$ cat src/rtl/vga_pkg.sv
// Shared timing constants and types for the 640x480 @ 60 Hz VGA pixel-timing stage.
package vga_pkg;

    typedef logic [9:0] vga_coord_t;

    localparam int unsigned DEF_H_VISIBLE = 640;
    localparam int unsigned DEF_H_FRONT   = 16;
    localparam int unsigned DEF_H_SYNC    = 96;
    localparam int unsigned DEF_H_BACK    = 48;
    localparam int unsigned DEF_V_VISIBLE = 480;
    localparam int unsigned DEF_V_FRONT   = 10;
    localparam int unsigned DEF_V_SYNC    = 2;
    localparam int unsigned DEF_V_BACK    = 33;

    localparam int unsigned H_TOTAL = DEF_H_VISIBLE + DEF_H_FRONT + DEF_H_SYNC + DEF_H_BACK;
    localparam int unsigned V_TOTAL = DEF_V_VISIBLE + DEF_V_FRONT + DEF_V_SYNC + DEF_V_BACK;

    localparam int unsigned H_SYNC_START = DEF_H_VISIBLE + DEF_H_FRONT;
    localparam int unsigned H_SYNC_END   = H_SYNC_START + DEF_H_SYNC;
    localparam int unsigned V_SYNC_START = DEF_V_VISIBLE + DEF_V_FRONT;
    localparam int unsigned V_SYNC_END   = V_SYNC_START + DEF_V_SYNC;

    // Half-open window test: lo <= pos < hi.
    function automatic logic in_window(vga_coord_t pos, vga_coord_t lo, vga_coord_t hi);
        return (pos >= lo) && (pos < hi);
    endfunction

endpackage

$ cat src/rtl/sync_delay_line.sv
// Tick-enabled shift register that re-aligns sync outputs with the downstream colour pipeline.
// Depth 0 is a straight pass-through.
module sync_delay_line #(
    parameter int unsigned Width    = 2,
    parameter int unsigned Depth    = 1,
    parameter logic [Width-1:0] ResetVal = '0
) (
    input  logic             clk_i,
    input  logic             rst_ni,
    input  logic             tick_i,
    input  logic [Width-1:0] d_i,
    output logic [Width-1:0] q_o
);

    if (Depth == 0) begin : g_bypass
        assign q_o = d_i;
    end else begin : g_shift
        logic [Width-1:0] stage_q [Depth];
        logic [Width-1:0] stage_d [Depth];

        always_comb begin
            stage_d = stage_q;
            if (tick_i) begin
                stage_d[0] = d_i;
                for (int unsigned i = 1; i < Depth; i++) begin
                    stage_d[i] = stage_q[i-1];
                end
            end
        end

        always_ff @(posedge clk_i) begin
            if (!rst_ni) begin
                for (int unsigned i = 0; i < Depth; i++) begin
                    stage_q[i] <= ResetVal;
                end
            end else begin
                stage_q <= stage_d;
            end
        end

        assign q_o = stage_q[Depth-1];
    end

endmodule

$ cat src/rtl/vga_timing_gen.sv
// VGA scan counters, display enable, frame marker and delayed sync pulses.
// Define VGA_PIX_DIV2_EN to advance the scan on every second clk (50 MHz system clock).
module vga_timing_gen
    import vga_pkg::*;
#(
    parameter int unsigned H_VISIBLE   = DEF_H_VISIBLE,
    parameter int unsigned H_FRONT     = DEF_H_FRONT,
    parameter int unsigned H_SYNC      = DEF_H_SYNC,
    parameter int unsigned H_BACK      = DEF_H_BACK,
    parameter int unsigned V_VISIBLE   = DEF_V_VISIBLE,
    parameter int unsigned V_FRONT     = DEF_V_FRONT,
    parameter int unsigned V_SYNC      = DEF_V_SYNC,
    parameter int unsigned V_BACK      = DEF_V_BACK,
    parameter bit          SYNC_ACTIVE = 1'b0,
    parameter int unsigned SYNC_DELAY  = 1
) (
    input  logic       clk,
    input  logic       rst,
    output vga_coord_t row,
    output vga_coord_t column,
    output logic       en,
    output logic       hsync,
    output logic       vsync,
    output logic       frame_start
);

    localparam vga_coord_t HLast    = vga_coord_t'(H_VISIBLE + H_FRONT + H_SYNC + H_BACK - 1);
    localparam vga_coord_t VLast    = vga_coord_t'(V_VISIBLE + V_FRONT + V_SYNC + V_BACK - 1);
    localparam vga_coord_t HVis     = vga_coord_t'(H_VISIBLE);
    localparam vga_coord_t VVis     = vga_coord_t'(V_VISIBLE);
    localparam vga_coord_t HSyncLo  = vga_coord_t'(H_VISIBLE + H_FRONT);
    localparam vga_coord_t HSyncHi  = vga_coord_t'(H_VISIBLE + H_FRONT + H_SYNC);
    localparam vga_coord_t VSyncLo  = vga_coord_t'(V_VISIBLE + V_FRONT);
    localparam vga_coord_t VSyncHi  = vga_coord_t'(V_VISIBLE + V_FRONT + V_SYNC);
    localparam logic       SyncIdle = ~SYNC_ACTIVE;

    logic       tick;
    vga_coord_t h_q, h_d, v_q, v_d;
    vga_coord_t h_nxt, v_nxt;
    logic       en_q, en_d;
    logic       fs_q, fs_d;
    logic       hs_raw_q, hs_raw_d;
    logic       vs_raw_q, vs_raw_d;
    logic [1:0] sync_dly;

`ifdef VGA_PIX_DIV2_EN
    logic div_q, div_d;

    assign div_d = ~div_q;
    assign tick  = div_q;

    always_ff @(posedge clk) begin
        if (!rst) begin
            div_q <= 1'b0;
        end else begin
            div_q <= div_d;
        end
    end
`else
    assign tick = 1'b1;
`endif

    // Qualifiers are computed from the next position so they coincide with row/column.
    always_comb begin
        h_nxt    = (h_q == HLast) ? '0 : h_q + 1'b1;
        v_nxt    = (h_q != HLast) ? v_q : ((v_q == VLast) ? '0 : v_q + 1'b1);
        h_d      = h_q;
        v_d      = v_q;
        en_d     = en_q;
        fs_d     = fs_q;
        hs_raw_d = hs_raw_q;
        vs_raw_d = vs_raw_q;
        if (tick) begin
            h_d      = h_nxt;
            v_d      = v_nxt;
            en_d     = (h_nxt < HVis) && (v_nxt < VVis);
            fs_d     = (h_nxt == '0) && (v_nxt == '0);
            hs_raw_d = in_window(h_nxt, HSyncLo, HSyncHi) ? SYNC_ACTIVE : SyncIdle;
            vs_raw_d = in_window(v_nxt, VSyncLo, VSyncHi) ? SYNC_ACTIVE : SyncIdle;
        end
    end

    always_ff @(posedge clk) begin
        if (!rst) begin
            h_q      <= HLast;
            v_q      <= VLast;
            en_q     <= 1'b0;
            fs_q     <= 1'b0;
            hs_raw_q <= SyncIdle;
            vs_raw_q <= SyncIdle;
        end else begin
            h_q      <= h_d;
            v_q      <= v_d;
            en_q     <= en_d;
            fs_q     <= fs_d;
            hs_raw_q <= hs_raw_d;
            vs_raw_q <= vs_raw_d;
        end
    end

    sync_delay_line #(
        .Width    (2),
        .Depth    (SYNC_DELAY),
        .ResetVal ({SyncIdle, SyncIdle})
    ) u_sync_dly (
        .clk_i  (clk),
        .rst_ni (rst),
        .tick_i (tick),
        .d_i    ({hs_raw_q, vs_raw_q}),
        .q_o    (sync_dly)
    );

    assign row         = v_q;
    assign column      = h_q;
    assign en          = en_q;
    assign frame_start = fs_q;
    assign hsync       = sync_dly[1];
    assign vsync       = sync_dly[0];

endmodule

$ cat config.mk
export PLATFORM = sky130hd
export DESIGN_NAME = vga_timing_gen
export DESIGN_NICKNAME = d
export VERILOG_FILES = /design/src/rtl/vga_pkg.sv /design/src/rtl/sync_delay_line.sv /design/src/rtl/vga_timing_gen.sv
export SDC_FILE = /design/constraint.sdc
export NUM_CORES = 1
export LEC_CHECK = 0
export CELL_PAD_IN_SITES_DETAIL_PLACEMENT = 0
export CELL_PAD_IN_SITES_GLOBAL_PLACEMENT = 1
export CORE_MARGIN = 3
export CORE_UTILIZATION = 35
export CTS_CLUSTER_DIAMETER = 120
export DETAILED_ROUTE_END_ITERATION = 16
export PLACE_DENSITY_LB_ADDON = 0.1
export SYNTH_ARGS = -nofsm -noshare
export SYNTH_HDL_FRONTEND = slang
export SYNTH_HIERARCHICAL = 1
export SYNTH_SLANG_ARGS = --single-unit
$ cat constraint.sdc
create_clock -name clk -period 1.86 [get_ports clk]
set_input_delay 0.186 -clock clk [delete_from_list [all_inputs] [get_ports clk]]
set_output_delay 0.186 -clock clk [all_outputs]
set_load 0.05 [all_outputs]
# Word-level counts from Yosys, hierarchy flattened
# Index checks and enable logic that the tools add are counted.
# Widths: inputs -> output; s select.
[word_totals] register_bits=26 inputBits=2 output_inout_bits=24 elab_cells=29
[classes] n_addsub=2 n_lt_le_gt_ge=6 eq_ne=3 n_mux=5 n_reduce_logical=6
[op_table] op="$mux 10" n=3
[op_table] op="$add 10x1->10 const B" n=2
[op_table] op="$eq 10x10->1 const B" n=2
[op_table] op="$logic_not 10->1" n=2
[op_table] op="$lt 10x10->1 const B" n=2
[op_table] op="$lt 10x9->1 const B" n=2
[op_table] op="$ge 10x10->1 const B" n=1
[op_table] op="$ge 10x9->1 const B" n=1
[op_table] op="$ne 10x10->1 const B" n=1
[op_table] op="$logic_and 1x1->1" n=4
[op_table] op="$mux 1" n=2

# Depth between registers and ports, before layout
# Gate-level depths: netlist (run 1).
[logic_depth] word_depth=6 depth_mapped=9 ltp_nobuf=8

# Modules after synthesis
# Netlist (run 1), hierarchy kept.
[modules_own_cells] mod="vga_timing_gen" instances=1 cells_each=180 area_per_inst_um2=1510.2 seq_area_each_um2=480.5
[modules_own_cells] mod="sync_delay_line" instances=1 cells_each=6 area_per_inst_um2=67.6 seq_area_each_um2=40.0

# Least setup slack after synthesis (run 1)
# Ideal clock, no wire load.
[synth_timing] path_kind="register to register" from="register h_q[0] (netlist: column[0])" to="register fs_q (netlist: frame_start)" setup_time_ps=61 arrival_ps=2352 required_time_ps=1799 path_slack_ps=-552 path_stages_with_launch=8 path_buffers=1 period_less_slack_ps=2412 path_cell_list="dfxtp_1 -> ha_1 -> and4_1 -> clkbuf_2 -> nand4_1 -> or3_2 -> a31oi_2 -> and4_1"
[synth_via] elab_chain_cells=4 elab_cells_between_ends=8 cone_classes="add/sub (1); eq/ne (2); mux (2); reduce/logical (3)"
[synth_lines] item="start, declared" line="vga_timing_gen.sv:38" text="vga_coord_t h_q, h_d, v_q, v_d;"
[synth_lines] item="start signal, assigned" line="vga_timing_gen.sv:85" text="h_q <= HLast;"
[synth_lines] item="$add 10x1->10, or another cell as far along" line="vga_timing_gen.sv:65" text="h_nxt = (h_q == HLast) ? '0 : h_q + 1'b1;"
[synth_lines] item="$mux 10, on equally long branches" line="vga_timing_gen.sv:65, vga_timing_gen.sv:66"
[synth_lines] item="$logic_not 10->1" line="vga_timing_gen.sv:77" text="fs_d = (h_nxt == '0) && (v_nxt == '0);"
[synth_lines] item="$logic_and 1x1->1 (*)" line="vga_timing_gen.sv:77"
[synth_lines] item="end signal, assigned" line="vga_timing_gen.sv:95" text="fs_q <= fs_d;"
[synth_lines] item="end, declared" line="vga_timing_gen.sv:41" text="logic fs_q, fs_d;"
# Mark *: on every way between the ends. The rest lies on a longest branch, timed or not.
# A chain may end at the register's enable or synchronous reset.

# Final worst setup path (run 1)
[layout_timing] from="register v_q[7] (netlist: row[7])" to="register fs_q (netlist: frame_start)"
[layout_via] elab_chain_cells=5 elab_cells_between_ends=6 cone_classes="add/sub (1); eq/ne (1); mux (2); reduce/logical (2)"
[layout_lines] item="start, declared" line="vga_timing_gen.sv:38"
[layout_lines] item="start signal, assigned" line="vga_timing_gen.sv:86" text="v_q <= VLast;"
[layout_lines] item="start signal, assigned" line="vga_timing_gen.sv:93" text="v_q <= v_d;"
[layout_lines] item="$add 10x1->10 or $eq 10x10->1 (tied branches)" line="vga_timing_gen.sv:66" text="v_nxt = (h_q != HLast) ? v_q : ((v_q == VLast) ? '0 : v_q + 1'b1);"
[layout_lines] item="$mux 10" line="vga_timing_gen.sv:66"
[layout_lines] item="$mux 10 (*)" line="vga_timing_gen.sv:66"
[layout_lines] item="$logic_not 10->1 (*)" line="vga_timing_gen.sv:77"
[layout_lines] item="$logic_and 1x1->1 (*)" line="vga_timing_gen.sv:77"
# Marks and branches as above.

==> flow_summary.toml, run 1 <==
[outcome]
status = "completed"

[cells_and_area]
multi_input_area_um2 = 982
utilization_pct = 52.6
nets = 243
antennaDiodeCount = 0
fillCellCount = 396
syn_to_final_growth_pct = 39.0
instances_no_fill = 287
layout-drive-gt1-share_pct = 32.5
seq_area_um2 = 568
final_area_mm2 = 0.00219

[clock_tree]
cts_num_sinks = 26
clk_pin_slew_ps = 90
clockBufferDepth = 2
cts_tree = "yes"
cts.hold.buffers_added = 0
htree_levels = 1
cts_made_buffers = 3
root_buffer = "clkbuf_8"
worstSkewPairLatency_ps = 280

[synth]
synthTopCellsByArea = "dfxtp_1 33%, xnor2_1 5.0%, nand2_1 4.8%, bufbuf_16 4.1%, nand3_1 3.5%"
yosys_warnings = 6
synth_compound_area_share_pct = 13.6
netlist.area_leader.share_pct = 33.0
synth_top_area_cell = "dfxtp_1"
async_flop_share_pct = 0
synth_area_per_cell_um2 = 8.48
yosysMostFrequentCell = "dfxtp_1"
synth_xor_area_share_pct = 7.77
ys_types = 50
synth_top_family_by_area = "simple AND/OR/NAND/NOR gates"
synthCells = 186
synth_ff_type = "dfxtp_1"
netlist_top_cells_count = "26 x dfxtp_1, 20 x nand2_1, 11 x nand3_1, 11 x nor2_1, 9 x xnor2_1"
synth-edff-count = 0
synth_simple_gate_area_share_pct = 31.4
ys_seq_area_share_pct = 33.0
synth_fa_ha_area_share_pct = 2.38
synth_mux_area_share_pct = 1.98
syn_area_mm2 = 0.00158
yosys_register_bits = 26

[setup_path]
r2r-start = "row[7]"
end_kind = "flop"
cp_max_fo = 6
reg2reg_setup_slack_ps = 6
r2r_end = "frame_start"
crit_path_end = "frame_start"
cp.arrival_ps = 2080
slowest_delay_ps = 550
crit_required_ps = 2080
path_cells = "or4_4, nor4_4, buf_4, buf_6, nand3b_1, nand3_1, nor2_1, and4_1"
cp-start-kind = "flop"
cpMaxStageDelayCell = "or4_4"
crit_type = "reg -> reg"
reg2reg_depth = 8
cp-startpoint = "row[7]"

[die]
initial_core_util_pct = 37.8
dieHeight_um = 73.1
dieWidth_um = 73.1
die-area_mm2 = 0.00535
core_mm2 = 0.00417
io_pins = 26
row_count = 23

[power]
power_frac_comb_pct = 63.7
power_frac_seq_pct = 26.6
power.leakage_nw = 0.859
p_total_mw = 3.54
p_int_mw = 1.89
swShare_pct = 46.5
ir_drop_mv = 0.881
switchingPower_mw = 1.65
power_frac_clock_pct = 9.7
power_density_mw_per_mm2 = 1610

[detailed_routing]
drt_iter0_drc = 111
routed_wl_um = 4190
drcViolationCount = 0
wl_per_cell_um = 14.6
drt-pass1-iter-count = 4
antenna_left = 0
vias = 1513
via_per_inst = 5.27

[sta]
drv_slew = 0
setup_ws_ps = 6.17
finalSetupTns_ps = 0
max_freq_mhz = 539
relSlewSlack_pct = 66.5
final.min_clock_period_ps = 1850
finalCritPeriodShare_pct = 99.7
holdWs_ps = 454
rsz0062_at_grt = "true"
hold_viol = 0
clock_skew_ps = 7.22
setup_viol = 0
tightest_slew_ps = 501

[global_routing]
grt_overflow = 0
grt_pass1_wl_um = 7080
grt_pass1_vias = 1482
grt_max_degree = 15
grt.total_usage_pct = 16.8
antenna_found_initial = 0

[placement]
io_buffers = 25
placed_area_mm2 = 0.00205
dp_worst_setup_slack_ps = -92.8
gp_congestion = 0.888
placedCellCount = 276
hpwlAfterDp_um = 3160

[flow_run]
max_cap_viol_count = 0

[hold_path]
hold_class = "reg -> reg"
==> layout by cell type (no fill, tap or decap), drive strengths merged, types with 5 or more instances in the layout <==
cell           count
clkdlybuf4s50     23
xnor2              9
nand3             11
o21ai              8
nor2              11
nor3               7
nand2             20
and3               7
nor2b              5
dfxtp             26
o211ai             5
inv                6
buf               35
nand4              6
xor2               5
==> power groups by stage <==
stage          combinational [mW]  clock, mW  sequential [mW]
4_1_cts                      2.20      0.354            0.937
3_5_place_dp                 2.04          0            0.947
5_1_grt                      2.44      0.381            0.970
2_1_floorplan                1.20          0             1.26
3_3_place_gp                 2.02          0            0.944
6_report                     2.25      0.343            0.942
==> registers in the layout (all words and copies together), names as in the netlist <==
name and count:
column 10, en 1, frame_start 1, hs_raw_q 1, row 10, u_sync_dly/q_o 2
vs_raw_q 1
==> critical path, delay by kind of cell (launching register included) <==
family	cells	cell delay [ps]
buffers and inverters	2	290
flip-flops	1	330
AND/OR/NAND/NOR	6	1190
==> per-layer routing <==
| metal | wire (um) | part of all wire (%) | vias up | GRT usage, % |
|---|---|---|---|---|
| met1 | 2070 | 49 | 712 | 23.5 |
| li1 | - | - | 759 | - |
| met5 | 0 | 0 | - | 0 |
| met2 | 1870 | 45 | 37 | 26.7 |
| met3 | 186 | 4.4 | 5 | 1.79 |
| met4 | 63 | 1.5 | 0 | 5.53 |
==> layout make-up <==
| cell class | instances | area share [%] |
|---|---|---|
| inverter | 6 | 1.03 |
| multi-input combinational | 142 | 44.8 |
| clock buffer | 4 | 2.05 |
| tap | 50 | 2.85 |
| timing repair buffer | 59 | 23.4 |
| sequential | 26 | 25.9 |
==> worst min-delay path by stage <==
stage | slack [ps] | end | start | cells past startpoint
3_5_place_dp | 430 | u_sync_dly/q_o[1] | hs_raw_q | 2
2_1_floorplan | 250 | u_sync_dly/q_o[0] | rst | 1
4_1_cts | 460 | u_sync_dly/q_o[1] | hs_raw_q | 2
3_3_place_gp | 430 | u_sync_dly/q_o[1] | hs_raw_q | 2
6_report | 450 | u_sync_dly/q_o[1] | hs_raw_q | 2
5_1_grt | 480 | u_sync_dly/q_o[1] | hs_raw_q | 2
==> what timing repair did <==
item,4_1_cts,5_1_grt
setup endpoints to repair,2,10
buffers inserted,4,3
pin swaps,8,13
resized for setup,2,11
gates cloned,0,0
==> cell families after synthesis <==
| kind of cell | after synthesis |
|---|---|
| AOI/OAI and AO/OA | 31 |
| xor gates and xnor gates | 14 |
| adders and majority gates | 3 |
| buffers and inverters | 19 |
| DFF | 26 |
| muxes | 3 |
| other | 1 |
| and+or+nand+nor | 89 |
No activity file was read; power rests on OpenSTA's default activity.
==> inputs of run 2 (changes only) <==
--- a/config.mk
+++ b/config.mk
@@ -16,3 +16,4 @@
 export SYNTH_HDL_FRONTEND = slang
 export SYNTH_HIERARCHICAL = 1
 export SYNTH_SLANG_ARGS = --single-unit
+export TNS_END_PERCENT = 5
==> flow_summary.toml, run 2 (synthesized netlist as in run 1, its figures left out) <==
[placement]
gp_congestion = 0.888
placedCellCount = 276
hpwlAfterDp_um = 3160
placed_area_mm2 = 0.00205
io_buffers = 25

[setup_path]
r2r_end = "frame_start"
path_common_cell = "and4_1"
crit_type = "reg -> reg"
cp-start-kind = "flop"
reg2reg_depth = 6
path_cells = "ha_4, and4_1, nand4_1, or3_4, a31oi_2, and4_1"
crit_family = "simple AND/OR/NAND/NOR gates"
cpMaxStageDelayCell = "or3_4"
cp.arrival_ps = 2100
cp_max_fo = 5
end_kind = "flop"
cp-startpoint = "column[0]"
crit_required_ps = 2080
crit_buf_inv = 0
reg2reg_setup_slack_ps = -20
slowest_delay_ps = 440
r2r-start = "column[0]"

[die]
die-area_mm2 = 0.00535
dieWidth_um = 73.1
dieHeight_um = 73.1
io_pins = 26
initial_core_util_pct = 37.8
row_count = 23
core_mm2 = 0.00417

[outcome]
violations = "setup timing"
status = "finished with violations"

[detailed_routing]
antenna_left = 0
wl_per_cell_um = 14.6
drcViolationCount = 0
via_per_inst = 5.31
vias = 1512
drt_iter0_drc = 133
drt-pass1-iter-count = 4
routed_wl_um = 4150

[global_routing]
grt.total_usage_pct = 16.8
grt_pass1_vias = 1482
antenna_found_initial = 0
grt_overflow = 0
grt_pass1_wl_um = 7080
grt_max_degree = 15

[power]
p_total_mw = 3.50
power_density_mw_per_mm2 = 1620
ir_drop_mv = 0.876
power.leakage_nw = 0.845

[sta]
rsz0062_at_grt = "true"
setup_ws_ps = -18.2
hold_viol = 0
max_freq_mhz = 532
finalCritPeriodShare_pct = 101
final.min_clock_period_ps = 1880
setup_viol = 2
relSlewSlack_pct = 66.5
drv_slew = 0
holdWs_ps = 453
finalSetupTns_ps = -19.9
clock_skew_ps = 6.20
tightest_slew_ps = 501

[hold_path]
hold_depth = 2
hold_class = "reg -> reg"
min_from = "hs_raw_q"
hold_end = "u_sync_dly/q_o[1]"

[cells_and_area]
antennaDiodeCount = 0
layout-drive-gt1-share_pct = 31.5
syn_to_final_growth_pct = 37.4
final_common_cell = "buf_4"
multi_input_area_um2 = 976
final_area_mm2 = 0.00217
nets = 241
mostFrequentLayoutCells = "32 x buf_4, 23 x clkdlybuf4s50_1, 20 x nand2_1"
fillCellCount = 398
instances_no_fill = 285
seq_area_um2 = 568

[clock_tree]
clockBufferDepth = 2
cts_num_sinks = 26
clk_pin_slew_ps = 90
cts_made_buffers = 3
root_buffer = "clkbuf_8"
worstSkewPairLatency_ps = 280
htree_levels = 1
cts_tree = "yes"

[flow_run]
max_cap_viol_count = 0
-- run 2: cell type report --
type	instances	area share, %
inverter	6	1.04
tap	50	2.89
timing repair buffer	57	22.8
multi-input combinational	142	45.0
clock buffer	4	2.08
sequential	26	26.2
-- run 2: per-stage QoR --
stage	util, %	worst slack [ps]
2_1_floorplan	-	-72.8
6_report	52.0	-18.2
5_1_grt	52.0	-128
3_3_place_gp	49.1	-33.6
3_5_place_dp	49.1	-92.8
4_1_cts	51.1	-33.9
-- run 2: repair_timing --
action / CTS / global route
cloned: 0 / 0
pin swaps: 8 / 5
buffers inserted: 4 / 1
resized for setup: 2 / 7
endpoints found under the setup margin: 2 / 10
hold buffers: 0 / 0
-- run 2: worst reg2reg max path, delay by kind of cell, from the launching register on --
family | cells | cell delay [ps]
AND/OR/NAND/NOR | 4 | 1100
flip-flops | 1 | 380
adder cells (fa/ha/maj) | 1 | 140
AO/OA/AOI/OAI | 1 | 200
-- run 2: report_power, final --
part           internal (mW)  switching, mW
Clock                  0.154          0.185
Sequential             0.726          0.216
Combinational          0.988           1.23
Total                   1.87           1.63
-- run 2: metal layers --
| layer | vias up | part of all wire (%) | track usage (%) | routed length [um] |
|---|---|---|---|---|
| met5 | - | 0 | 0 | 0 |
| met4 | 0 | 1.4 | 5.53 | 60 |
| met3 | 5 | 4.0 | 1.79 | 167 |
| met2 | 41 | 45 | 26.7 | 1880 |
| met1 | 709 | 49 | 23.5 | 2050 |
| li1 | 757 | - | - | - |
-- run 2: how the worst max path moves through the flow --
stage | endpoint | slack, ps | cells past startpoint
3_3_place_gp | frame_start | -30 | 6
2_1_floorplan | frame_start | -70 | 7
3_5_place_dp | frame_start | -90 | 6
6_report | frame_start | -20 | 6
5_1_grt | vs_raw_q | -130 | 8
4_1_cts | frame_start | -30 | 7
